===== config.mk =====
export PLATFORM = sky130hd
export DESIGN_NAME = alu_ex_stage
export DESIGN_NICKNAME = d
export VERILOG_FILES = /design/src/rtl/alu_ex_stage_pkg.sv /design/src/rtl/alu_core.sv /design/src/rtl/alu_ex_stage.sv
export SDC_FILE = /design/constraint.sdc
export NUM_CORES = 1
export LEC_CHECK = 0
export BUFFER_PORTS_ARGS = -buffer_cell sky130_fd_sc_hd__buf_2
export CORE_MARGIN = 1
export CORE_UTILIZATION = 45
export CTS_CLUSTER_SIZE = 12
export DETAILED_ROUTE_END_ITERATION = 6
export SYNTH_ARGS = -nofsm -noshare
export SYNTH_HDL_FRONTEND = slang
export SYNTH_SLANG_ARGS = --single-unit

===== constraint.sdc =====
create_clock -name clk -period 10.2 [get_ports clk]
set_input_delay 1.53 -clock clk [delete_from_list [all_inputs] [get_ports clk]]
set_output_delay 1.53 -clock clk [all_outputs]
set_load 0.01 [all_outputs]

===== src/rtl/alu_ex_stage_pkg.sv =====
// alu_ex_stage_pkg: shared processor constants and ALU op-code encodings.
// Contents: DATA_WIDTH/ADDR_WIDTH defaults and ALUOpT (ADD 0x01 .. PASSB 0x0B).
package alu_ex_stage_pkg;

    localparam int DATA_WIDTH = 32;
    localparam int ADDR_WIDTH = 32;

    typedef enum logic [7:0] {
        OP_ADD   = 8'h01,
        OP_SUB   = 8'h02,
        OP_XOR   = 8'h03,
        OP_OR    = 8'h04,
        OP_AND   = 8'h05,
        OP_SLL   = 8'h06,
        OP_SRL   = 8'h07,
        OP_SRA   = 8'h08,
        OP_SLT   = 8'h09,
        OP_SLTU  = 8'h0A,
        OP_PASSB = 8'h0B
    } ALUOpT;

endpackage


===== src/rtl/alu_core.sv =====
// alu_core: combinational ALU, result and illegal-op flag from op, a, b.
// Ports: i_op (ALUOpT code), i_a/i_b operands -> o_result, o_illegal.
module alu_core
    import alu_ex_stage_pkg::*;
#(
    parameter int DATA_WIDTH = 32
) (
    input  logic [7:0]            i_op,
    input  logic [DATA_WIDTH-1:0] i_a,
    input  logic [DATA_WIDTH-1:0] i_b,
    output logic [DATA_WIDTH-1:0] o_result,
    output logic                  o_illegal
);

    localparam int SW = $clog2(DATA_WIDTH);

    logic [SW-1:0] w_shamt;

    assign w_shamt = i_b[SW-1:0];

    always_comb begin
        o_result  = '0;
        o_illegal = 1'b0;
        case (i_op)
            OP_ADD:   o_result = i_a + i_b;
            OP_SUB:   o_result = i_a - i_b;
            OP_XOR:   o_result = i_a ^ i_b;
            OP_OR:    o_result = i_a | i_b;
            OP_AND:   o_result = i_a & i_b;
            OP_SLL:   o_result = i_a << w_shamt;
            OP_SRL:   o_result = i_a >> w_shamt;
            OP_SRA:   o_result = $unsigned($signed(i_a) >>> w_shamt);
            OP_SLT:   o_result = {{(DATA_WIDTH-1){1'b0}}, $signed(i_a) < $signed(i_b)};
            OP_SLTU:  o_result = {{(DATA_WIDTH-1){1'b0}}, i_a < i_b};
            OP_PASSB: o_result = i_b;
            default:  o_illegal = 1'b1;
        endcase
    end

endmodule


===== src/rtl/alu_ex_stage.sv =====
// alu_ex_stage: registered ALU execute stage with a main + skid output buffer.
// Ports: clk/rst (sync, active-high); in_valid/in_ready/in_op/in_a/in_b/in_tag
// upstream request; out_valid/out_ready/out_result/out_zero/out_tag/out_illegal result.
module alu_ex_stage
    import alu_ex_stage_pkg::*;
#(
    parameter int DATA_WIDTH = 32,
    parameter int TAG_WIDTH  = 5
) (
    input  logic                  clk,
    input  logic                  rst,
    input  logic                  in_valid,
    output logic                  in_ready,
    input  logic [7:0]            in_op,
    input  logic [DATA_WIDTH-1:0] in_a,
    input  logic [DATA_WIDTH-1:0] in_b,
    input  logic [TAG_WIDTH-1:0]  in_tag,
    output logic                  out_valid,
    input  logic                  out_ready,
    output logic [DATA_WIDTH-1:0] out_result,
    output logic                  out_zero,
    output logic [TAG_WIDTH-1:0]  out_tag,
    output logic                  out_illegal
);

    logic [DATA_WIDTH-1:0] w_result;
    logic                  w_illegal;
    logic                  w_zero;
    logic                  w_acc;
    logic                  w_deq;
    logic                  w_s_next;

    logic                  r_in_ready;
    logic                  r_valid;
    logic [DATA_WIDTH-1:0] r_result;
    logic                  r_zero;
    logic [TAG_WIDTH-1:0]  r_tag;
    logic                  r_illegal;
    logic                  r_s_valid;
    logic [DATA_WIDTH-1:0] r_s_result;
    logic                  r_s_zero;
    logic [TAG_WIDTH-1:0]  r_s_tag;
    logic                  r_s_illegal;

    alu_core #(.DATA_WIDTH(DATA_WIDTH)) u_alu (
        .i_op      (in_op),
        .i_a       (in_a),
        .i_b       (in_b),
        .o_result  (w_result),
        .o_illegal (w_illegal)
    );

    assign w_zero = ~|w_result;
    assign w_acc  = in_valid & r_in_ready;
    assign w_deq  = r_valid & out_ready;
    // Skid is occupied next cycle if it stays unread, or a new entry lands
    // behind a stalled main register. in_ready is just its registered inverse,
    // so out_ready never reaches in_ready combinationally.
    assign w_s_next = (r_s_valid | (w_acc & r_valid)) & ~w_deq;

    always_ff @(posedge clk) begin
        if (rst) begin
            r_in_ready  <= 1'b0;
            r_valid     <= 1'b0;
            r_result    <= '0;
            r_zero      <= 1'b1;
            r_tag       <= '0;
            r_illegal   <= 1'b0;
            r_s_valid   <= 1'b0;
            r_s_result  <= '0;
            r_s_zero    <= 1'b1;
            r_s_tag     <= '0;
            r_s_illegal <= 1'b0;
        end else begin
            r_in_ready <= ~w_s_next;
            r_s_valid  <= w_s_next;
            if (w_deq) begin
                // Skid entry is older than anything arriving now (in_ready is low while it is full).
                if (r_s_valid) begin
                    r_result  <= r_s_result;
                    r_zero    <= r_s_zero;
                    r_tag     <= r_s_tag;
                    r_illegal <= r_s_illegal;
                end else if (w_acc) begin
                    r_result  <= w_result;
                    r_zero    <= w_zero;
                    r_tag     <= in_tag;
                    r_illegal <= w_illegal;
                end
                r_valid <= r_s_valid | w_acc;
            end else if (w_acc & ~r_valid) begin
                r_result  <= w_result;
                r_zero    <= w_zero;
                r_tag     <= in_tag;
                r_illegal <= w_illegal;
                r_valid   <= 1'b1;
            end
            if (w_acc & r_valid & ~w_deq) begin
                r_s_result  <= w_result;
                r_s_zero    <= w_zero;
                r_s_tag     <= in_tag;
                r_s_illegal <= w_illegal;
            end
        end
    end

    assign in_ready    = r_in_ready;
    assign out_valid   = r_valid;
    assign out_result  = r_result;
    assign out_zero    = r_zero;
    assign out_tag     = r_tag;
    assign out_illegal = r_illegal;

endmodule


Word level (Yosys, flattened, before mapping) --
Index checks and enable logic that the tools add are counted.
Storage, ports and cells: flip-flop bits (word level) 81, input bits 81, word-level logic and storage cells 69
Cells by class: add/subtract/negate cells 2, $lt $le $gt $ge 2, equality and inequality tests 12, shifts and indexed selects 3, mux-type cells 20, bitwise logic cells 14, reductions and logical operators 5
Operators with widths (number):
- 32-bit case mux with 11 select lines | 1
- 32-bit 2-to-1 mux | 4
- 32-bit < comparator | 2
- 32-bit adder | 1
- 32-bit AND | 1
- 8-bit by 3-bit equality test with 1-bit output, second input constant | 4
- 8-bit by 4-bit equality test with 1-bit output, second input constant | 4
- 32-bit bitwise OR | 1
- 32-bit OR reduction | 1
- 32-bit by 5-bit << shifter with 32-bit output | 1
- 32-bit by 5-bit right shift with 32-bit output | 1
- 32-bit by 5-bit >>> shifter with 32-bit output | 1
- 32-bit subtractor | 1
- 32-bit bitwise XOR | 1
- 5-bit 2-to-1 mux | 4
- 8-bit by 2-bit equality test with 1-bit output, second input constant | 2
- 1-bit 2-to-1 mux | 11
- 11-bit OR reduction | 1
- 8-bit by 1-bit equality test with 1-bit output, second input constant | 1
- 1-bit AND | 6
- 3-bit by 2-bit inequality test with 1-bit output, second input constant | 1
- 1-bit inverter | 3
- 1-bit bitwise OR | 2
- 2-bit AND reduction | 1
- other kinds (2) | 2

Longest topological paths before layout --
Gate-level depths: netlist of the first run.
depth in word-level cells 7, gate-level depth with buffers 18, depth with buffers taken out 15

Hierarchy --
From an unflattened synthesis of the first run, not the netlist that was laid out.
Second synthesis, totals: cell total of the unflattened synthesis 1681, area total of the unflattened synthesis 12062.8 µm²
Modules (own cells, without submodules):
- alu_core | instances 1, cells an instance 1311, area each 8844.7 µm², sequential area each 0.0 µm²
- alu_ex_stage | instances 1, cells an instance 370, area each 3218.1 µm², sequential area each 1621.6 µm²

Worst setup path before layout of the first run --
No wires, ideal clock.
path kind in2reg, from in in_b[1], to reg r_zero, in the netlist out_zero, setup time 0.070 ns, arrival time 5.883 ns, slack 4.247 ns, cell stages on the path 18, path buffers 4, cell sequence buf_2 > buf_2 > inv_2 > buf_1 > clkbuf_1 > ha_1 > o21ba_2 > nor4_1 > o21ai_0 > and3_1 > a221o_1 > a221oi_2 > o2111ai_1 > or4b_1 > nor4_2 > nand4_1 > or4_1 > a21oi_1
Between the ends: cells in the longest elaborated chain, start to end 7, elaborated cells on any way between the ends 17, classes of those cells add/sub (2); order compare (2); shift (3); mux (5); bitwise (3); reduce/logical (2)
Ends and longest elaborated chain:
- start: declaration | RTL line alu_ex_stage.sv:16 | input logic [DATA_WIDTH-1:0] in_b,
- 32-bit subtractor (tied with other cells) | RTL line alu_core.sv:26 | OP_SUB: o_result = i_a - i_b;
- 32-bit case mux with 11 select lines * | RTL line alu_core.sv:24 | case (i_op)
- 32-bit OR reduction * | RTL line alu_ex_stage.sv:53 | assign w_zero = ~|w_result;
- 1-bit zero test * | RTL line alu_ex_stage.sv:53
- 1-bit 2-to-1 mux | RTL line alu_ex_stage.sv:84 | end else if (w_acc) begin
- 1-bit 2-to-1 mux | RTL line alu_ex_stage.sv:79 | if (r_s_valid) begin
- 1-bit 2-to-1 mux * | RTL line alu_ex_stage.sv:77 | if (w_deq) begin
- end signal: assignment | RTL line alu_ex_stage.sv:81 | r_zero <= r_s_zero;
- end signal: assignment | RTL line alu_ex_stage.sv:86 | r_zero <= w_zero;
- end signal: assignment | RTL line alu_ex_stage.sv:93 | r_zero <= w_zero;
- end: declaration | RTL line alu_ex_stage.sv:36 | logic r_zero;
Every way passes the cells marked *; elsewhere a longest branch is shown, timed or not. The select of a mux whose other input is x is not followed. A chain may end at the register's enable or synchronous reset.

Worst setup path after layout of the first run --
from in in_b[3], to reg r_zero, in the netlist out_zero
Same word-level chain as after synthesis.

==> results.toml, run 1 <==
[outcome]
violations = "max-capacitance violations"
run_status = "finished, violations left"

[global_route]
antenna_found_initial = 4
grt_usage_pct = 43.5
grt_pass1_wl_um = 101000
first_global_vias = 15300
overflow = 0
grt_max_degree = 83

[floorplanning]
die_h_um = 178
ioPinCount = 122
initial_utilization_pct = 46.3
fp.dieW_um = 178
rows = 63
coreArea_mm2 = 0.0300
dieArea_mm2 = 0.0316

[worst_setup_path]
worstPathCellList = "buf_2, inv_1, buf_4, ha_1, nor3b_1, a211o_1, o211a_1, nor4_1, nor2_1, mux2i_1, a221oi_1, nand2b_1, nor4_2, nand4_1, or4_1, a21oi_1"
r2r_slack_ns = 8.11
critPathTopFamily = "simple AND/OR/NAND/NOR gates"
cpPeakStageDelay_ns = 0.89
crit_path_top_delay_cell = "nor4_1"
end_kind = "flip-flop"
r2r_end = "out_result[8]"
required_ns = 10.48
rr_startpoint = "out_valid"
critPathKind = "input pin to flip-flop"
rr_worst_depth = 6
crit_buf_inv = 3
cp_max_fo = 31
start_kind = "input pin"
cp_data_arrival_time_ns = 6.50

[drt]
first_pass_iters = 7
drt_iter0_markers = 2367
drt-wirelength-per-cell_um = 29.7
ant_nets = 0
routed_via_density = 7.16
totalWireLength_um = 69600
post-route-drc-count = 0
via_count = 16800

[min_path]
min_path_type = "flip-flop to flip-flop"
worstHoldEndpoint = "r_s_tag[2]"
min_path_cells = 2
hold_start = "r_s_tag[2]"

[power]
power_density_mw_per_mm2 = 88.0
leakage_nw = 6.06
max-vdd-ir-drop_uv = 75.1
power.total_mw = 1.30

[clocking]
cts_resized = 0
cts.sinks = 81
post_cts_buffers = 0
clock_latency_ns = 0.34
numCtsBuffers = 9
cts_hold_buf = 0
cts_buffer_depth = 2
cts_tree = "built"
cts_max_level = 3
clock-root-buffer = "clkbuf_16"
clkTransAtPathRegs_ns = 0.07

[sta]
worst_pin_slew_ns = 1.47
setup_viol = 0
skew_ns = 0.0107
fin_crit_ns = 6.22
final_max_slew_viol_count = 0
max_slew_margin_pct = 1.25
hold_violations = 0
fmax_ghz = 0.161
rsz0062_at_grt = "no"
fin_hold_ws_ns = 0.455
min_period_over_period_pct = 61.0
fin_tns_setup_ns = 0

[placed_design]
place_congestion = 1.10
place_hpwl_um = 52700
port_buffers = 121

[synth]
synth_nets = 2132
ys.flop_type = "dfxtp_1"
ys.warnings.count = 0
synth_area_leaders = "dfxtp_1 12%, ha_1 9.0%, mux4_2 7.3%, nor2_1 6.8%, a21oi_1 5.4%"
synth_edf_count = 0
synth_seq_area_share_pct = 11.7
synth_seq_cells = 81
avgSynthCellArea_um2 = 7.12
yosysUniqueCellTypes = 89
yosys.area.top_type = "dfxtp_1"
async_flop_share_pct = 0
postSynthCellCount = 1949
synth_top_area_share_pct = 11.7
synth_area_mm2 = 0.0139

[run]
maxCapViolCount = 1

[cells_and_area]
drive_gt1_share_pct = 14.4
area_growth_syn_to_layout_pct = 6.83
n_antenna_cell = 0
final_nets = 2128
logic make-up after synthesis:
kind of cell               count (synthesis)  synth area share (%)
and+or+nand+nor                          675                  22.2
AOI/OAI and AO/OA                        659                  32.8
buffers and inverters                    276                  8.31
muxes                                    143                  14.9
adders and majority gates                102                  9.30
DFF                                       81                  11.7
xor gates and xnor gates                  13                 0.820
cells in the mapped netlist, drive strengths merged (17+ instances only):
cell type,instances
mux4,46
nor2b,24
o21ai,104
a221o,20
a31oi,25
nor3,52
buf,45
mux2i,76
nor4,23
o22ai,28
nand2,180
a211oi,78
o31ai,18
a21oi,150
nand3,38
o211ai,33
inv,104
ha,100
mux2,21
nor2,252
clkbuf,125
dfxtp,81
a22oi,22
a221oi,17
layer usage:
layer / track usage, % / up-vias / routed length [µm] / share of wire, %
met2: 64.2 / 1210 / 29200 / 42
li1: - / 7298 / - / -
met3: 11.4 / 265 / 8510 / 12
met1: 57.4 / 7978 / 27400 / 39
met4: 23.3 / 2 / 4450 / 6.4
met5: 0 / - / 10 / 0.014
flip-flops by register name, indices dropped and copies added (netlist names):
name	cells
r_s_tag	5
in_ready	1
r_s_zero	1
out_result	32
r_s_illegal	1
r_s_result	32
out_valid	1
out_tag	5
r_s_valid	1
out_illegal	1
out_zero	1
metrics by stage:
stage	std cells	cell area, µm²	util, %	setup slack [ns]
6_report	2340	14800	49.5	3.98
5_1_grt	2340	14800	49.5	3.73
2_1_floorplan	1949	13900	-	4.25
4_1_cts	2340	14800	49.5	4.04
3_5_place_dp	2324	14500	48.5	3.70
3_3_place_gp	2324	14500	48.5	3.78
worst register-to-register path, cell delays in order, from the launching register on:
cell     delay (ns)
dfxtp_1        0.44
nand2_1        0.14
nor2_2         0.70
nor2_1         0.24
nor3_1         0.32
a21oi_1        0.08
nor2_1         0.11
cells in the final DEF (no fill, tap or decap), types with 16 or more instances in the layout:
cell type and n:
o31ai_1 18, mux2i_1 73, o21ai_0 99, a31oi_1 25
nor4_1 20, o211ai_1 32, nand3_1 37, nand2b_1 16
a221o_1 20, nor2b_1 24, inv_1 103, o22ai_1 28
a211oi_1 78, a21oi_1 150, ha_1 100, nand2_1 179
buf_2 120, mux4_2 45, nand4_1 16, buf_4 35
nor2_1 249, mux2_2 21, a22oi_1 22, dfxtp_1 81
nor3_1 49
worst max-delay path by stage:
stage	from	to	slack, ns	cells past startpoint
after global routing	in_b[3]	out_zero	3.73	16
after floorplan	in_b[1]	out_zero	4.25	18
after detailed placement	in_b[3]	out_zero	3.70	16
after global placement	in_b[3]	out_zero	3.78	16
final	in_b[3]	out_zero	3.98	16
after CTS	in_b[3]	out_zero	4.04	16
final cells by class:
| type | instances | area [µm²] |
|---|---|---|
| Fill cell | 3046 | 15100 |
| Timing Repair Buffer | 155 | 863 |
| Inverter | 106 | 398 |
| Multi-Input combinational cell | 1592 | 11200 |
| Clock inverter | 5 | 62.6 |
| Tap cell | 390 | 488 |
| Clock buffer | 11 | 243 |
| Sequential cell | 81 | 1620 |
report_power, final:
group          switching [mW]  internal [mW]
clock network           0.137          0.198
logic                   0.433          0.208
registers             0.00436          0.324
Note: power is estimated with default switching activity, not from simulation.
==> run 2: changes to the inputs <==
--- a/config.mk
+++ b/config.mk
@@ -10,6 +10,7 @@
 export CORE_UTILIZATION = 45
 export CTS_CLUSTER_SIZE = 12
 export DETAILED_ROUTE_END_ITERATION = 6
+export PLACE_DENSITY = 0.65
 export SYNTH_ARGS = -nofsm -noshare
 export SYNTH_HDL_FRONTEND = slang
 export SYNTH_SLANG_ARGS = --single-unit
==> constraint.sdc (replaced) <==
create_clock -name clk -period 5.71 [get_ports clk]
set_input_delay 0.8565 -clock clk [delete_from_list [all_inputs] [get_ports clk]]
set_output_delay 0.8565 -clock clk [all_outputs]
set_load 0.01 [all_outputs]
==> results.toml, run 2 (synthesis results as in run 1) <==
[clocking]
clock-root-buffer = "clkbuf_16"
cts_max_level = 3
numCtsBuffers = 9
cts_buffer_depth = 2
cts_resized = 0
cts.sinks = 81
clock_latency_ns = 0.34
clkTransAtPathRegs_ns = 0.07
post_cts_buffers = 0
cts_tree = "built"
cts_hold_buf = 0

[sta]
final_max_slew_viol_count = 0
rsz0062_at_grt = "no"
fin_hold_ws_ns = 0.463
fmax_ghz = 0.197
min_period_over_period_pct = 89.0
fin_crit_ns = 5.08
fin_tns_setup_ns = 0
max_slew_margin_pct = 16.1
setup_viol = 0
hold_violations = 0
worst_pin_slew_ns = 1.25
setup_ws_ns = 0.631
skew_ns = 0.00853

[min_path]
min_path_cells = 2
min_path_type = "flip-flop to flip-flop"
hold_start = "r_s_tag[3]"
worstHoldEndpoint = "r_s_tag[3]"

[placed_design]
port_buffers = 121
place_congestion = 1.06
placed_cell_area_mm2 = 0.0151
dp_slack_ns = 0.423
placed_cells = 2391
place_hpwl_um = 56000

[power]
leakage_nw = 6.40
power_density_mw_per_mm2 = 156
max-vdd-ir-drop_uv = 150

[global_route]
grt_usage_pct = 44.6
grt_pass1_wl_um = 104000
overflow = 0
grt_max_degree = 83
first_global_vias = 15800
antenna_found_initial = 1

[worst_setup_path]
rr_worst_depth = 6
cp_max_fo = 6
rr_startpoint = "out_valid"
cp_data_arrival_time_ns = 5.35
crit_path_top_delay_cell = "nor3_1"
required_ns = 5.98
r2r_slack_ns = 3.59
end_kind = "flip-flop"
critPathKind = "input pin to flip-flop"
cpPeakStageDelay_ns = 0.56
r2r_end = "out_result[15]"
start_kind = "input pin"
worstPathCellList = "buf_2, inv_1, ha_1, fa_1, o21ba_2, a2111o_1, and4_1, a311oi_1, a21oi_1, nor3_1, and4_1, nand4_1, nor4_2, nand4_1, or4_1, a21oi_1"

[cells_and_area]
fin_area_mm2 = 0.0154
final_nets = 2195
final_cell_mix = "250 x nor2_1, 179 x nand2_1, 150 x a21oi_1"
layout_commonest_cell = "nor2_1"
finalNonFillerCells = 2408
drive_gt1_share_pct = 17.2
area_growth_syn_to_layout_pct = 10.8

[drt]
drt-wirelength-per-cell_um = 29.4
totalWireLength_um = 70800
via_count = 17000
post-route-drc-count = 0
ant_nets = 0
drt_iter0_markers = 2441
first_pass_iters = 7
routed_via_density = 7.07

[run]
maxCapViolCount = 0

[floorplanning]
rows = 63
coreArea_mm2 = 0.0300
ioPinCount = 122
fp.dieW_um = 178
dieArea_mm2 = 0.0316
initial_utilization_pct = 46.3
die_h_um = 178

[outcome]
run_status = "complete, no violations"
[run 2: worst max-delay path by stage]
| stage | from | to | cells after the start |
|---|---|---|---|
| 3_5_place_dp | in_a[0] | out_zero | 16 |
| 3_3_place_gp | in_b[0] | out_zero | 16 |
| 4_1_cts | in_a[0] | out_zero | 16 |
| 5_1_grt | in_a[11] | out_zero | 15 |
| 6_report | in_a[0] | out_zero | 16 |
| 2_1_floorplan | in_b[1] | out_zero | 18 |
[run 2: metal layers]
metal	GRT usage, %	share of wire, %
met2	64.9	41
met4	25.6	6.8
met3	10.3	12
met5	0	0.018
met1	59.8	40
[run 2: worst max-delay path, delay by kind of cell]
kind | cells | cell delay (ns)
AO/OA/AOI/OAI | 5 | 1.38
AND/OR/NAND/NOR | 7 | 2.24
adder cells (fa/ha/maj) | 2 | 0.65
buffers and inverters | 2 | 0.24
[run 2: final cells by class]
type                       instances  area (µm²)
sequential                        81        1620
clock buffer                      10         239
multi-input combinational       1592       11200
tap                              390         488
antenna                            1        2.50
clock inverter                     6        72.6
inverter                         106         398
fill                            3078       14600
timing repair buffer             222        1400
[run 2: per-stage QoR]
| step | total power [mW] | util (%) |
|---|---|---|
| 6_report | 2.39 | 51.3 |
| 3_3_place_gp | 1.74 | 50.3 |
| 3_5_place_dp | 1.74 | 50.3 |
| 4_1_cts | 2.35 | 51.3 |
| 2_1_floorplan | 1.33 | - |
| 5_1_grt | 2.48 | 51.3 |
[run 2: report_power, final]
group          leakage, nW  switching [mW]  internal, mW
clock                0.155           0.252         0.357
sequential           0.656         0.00795         0.579
combinational         5.59           0.790         0.405
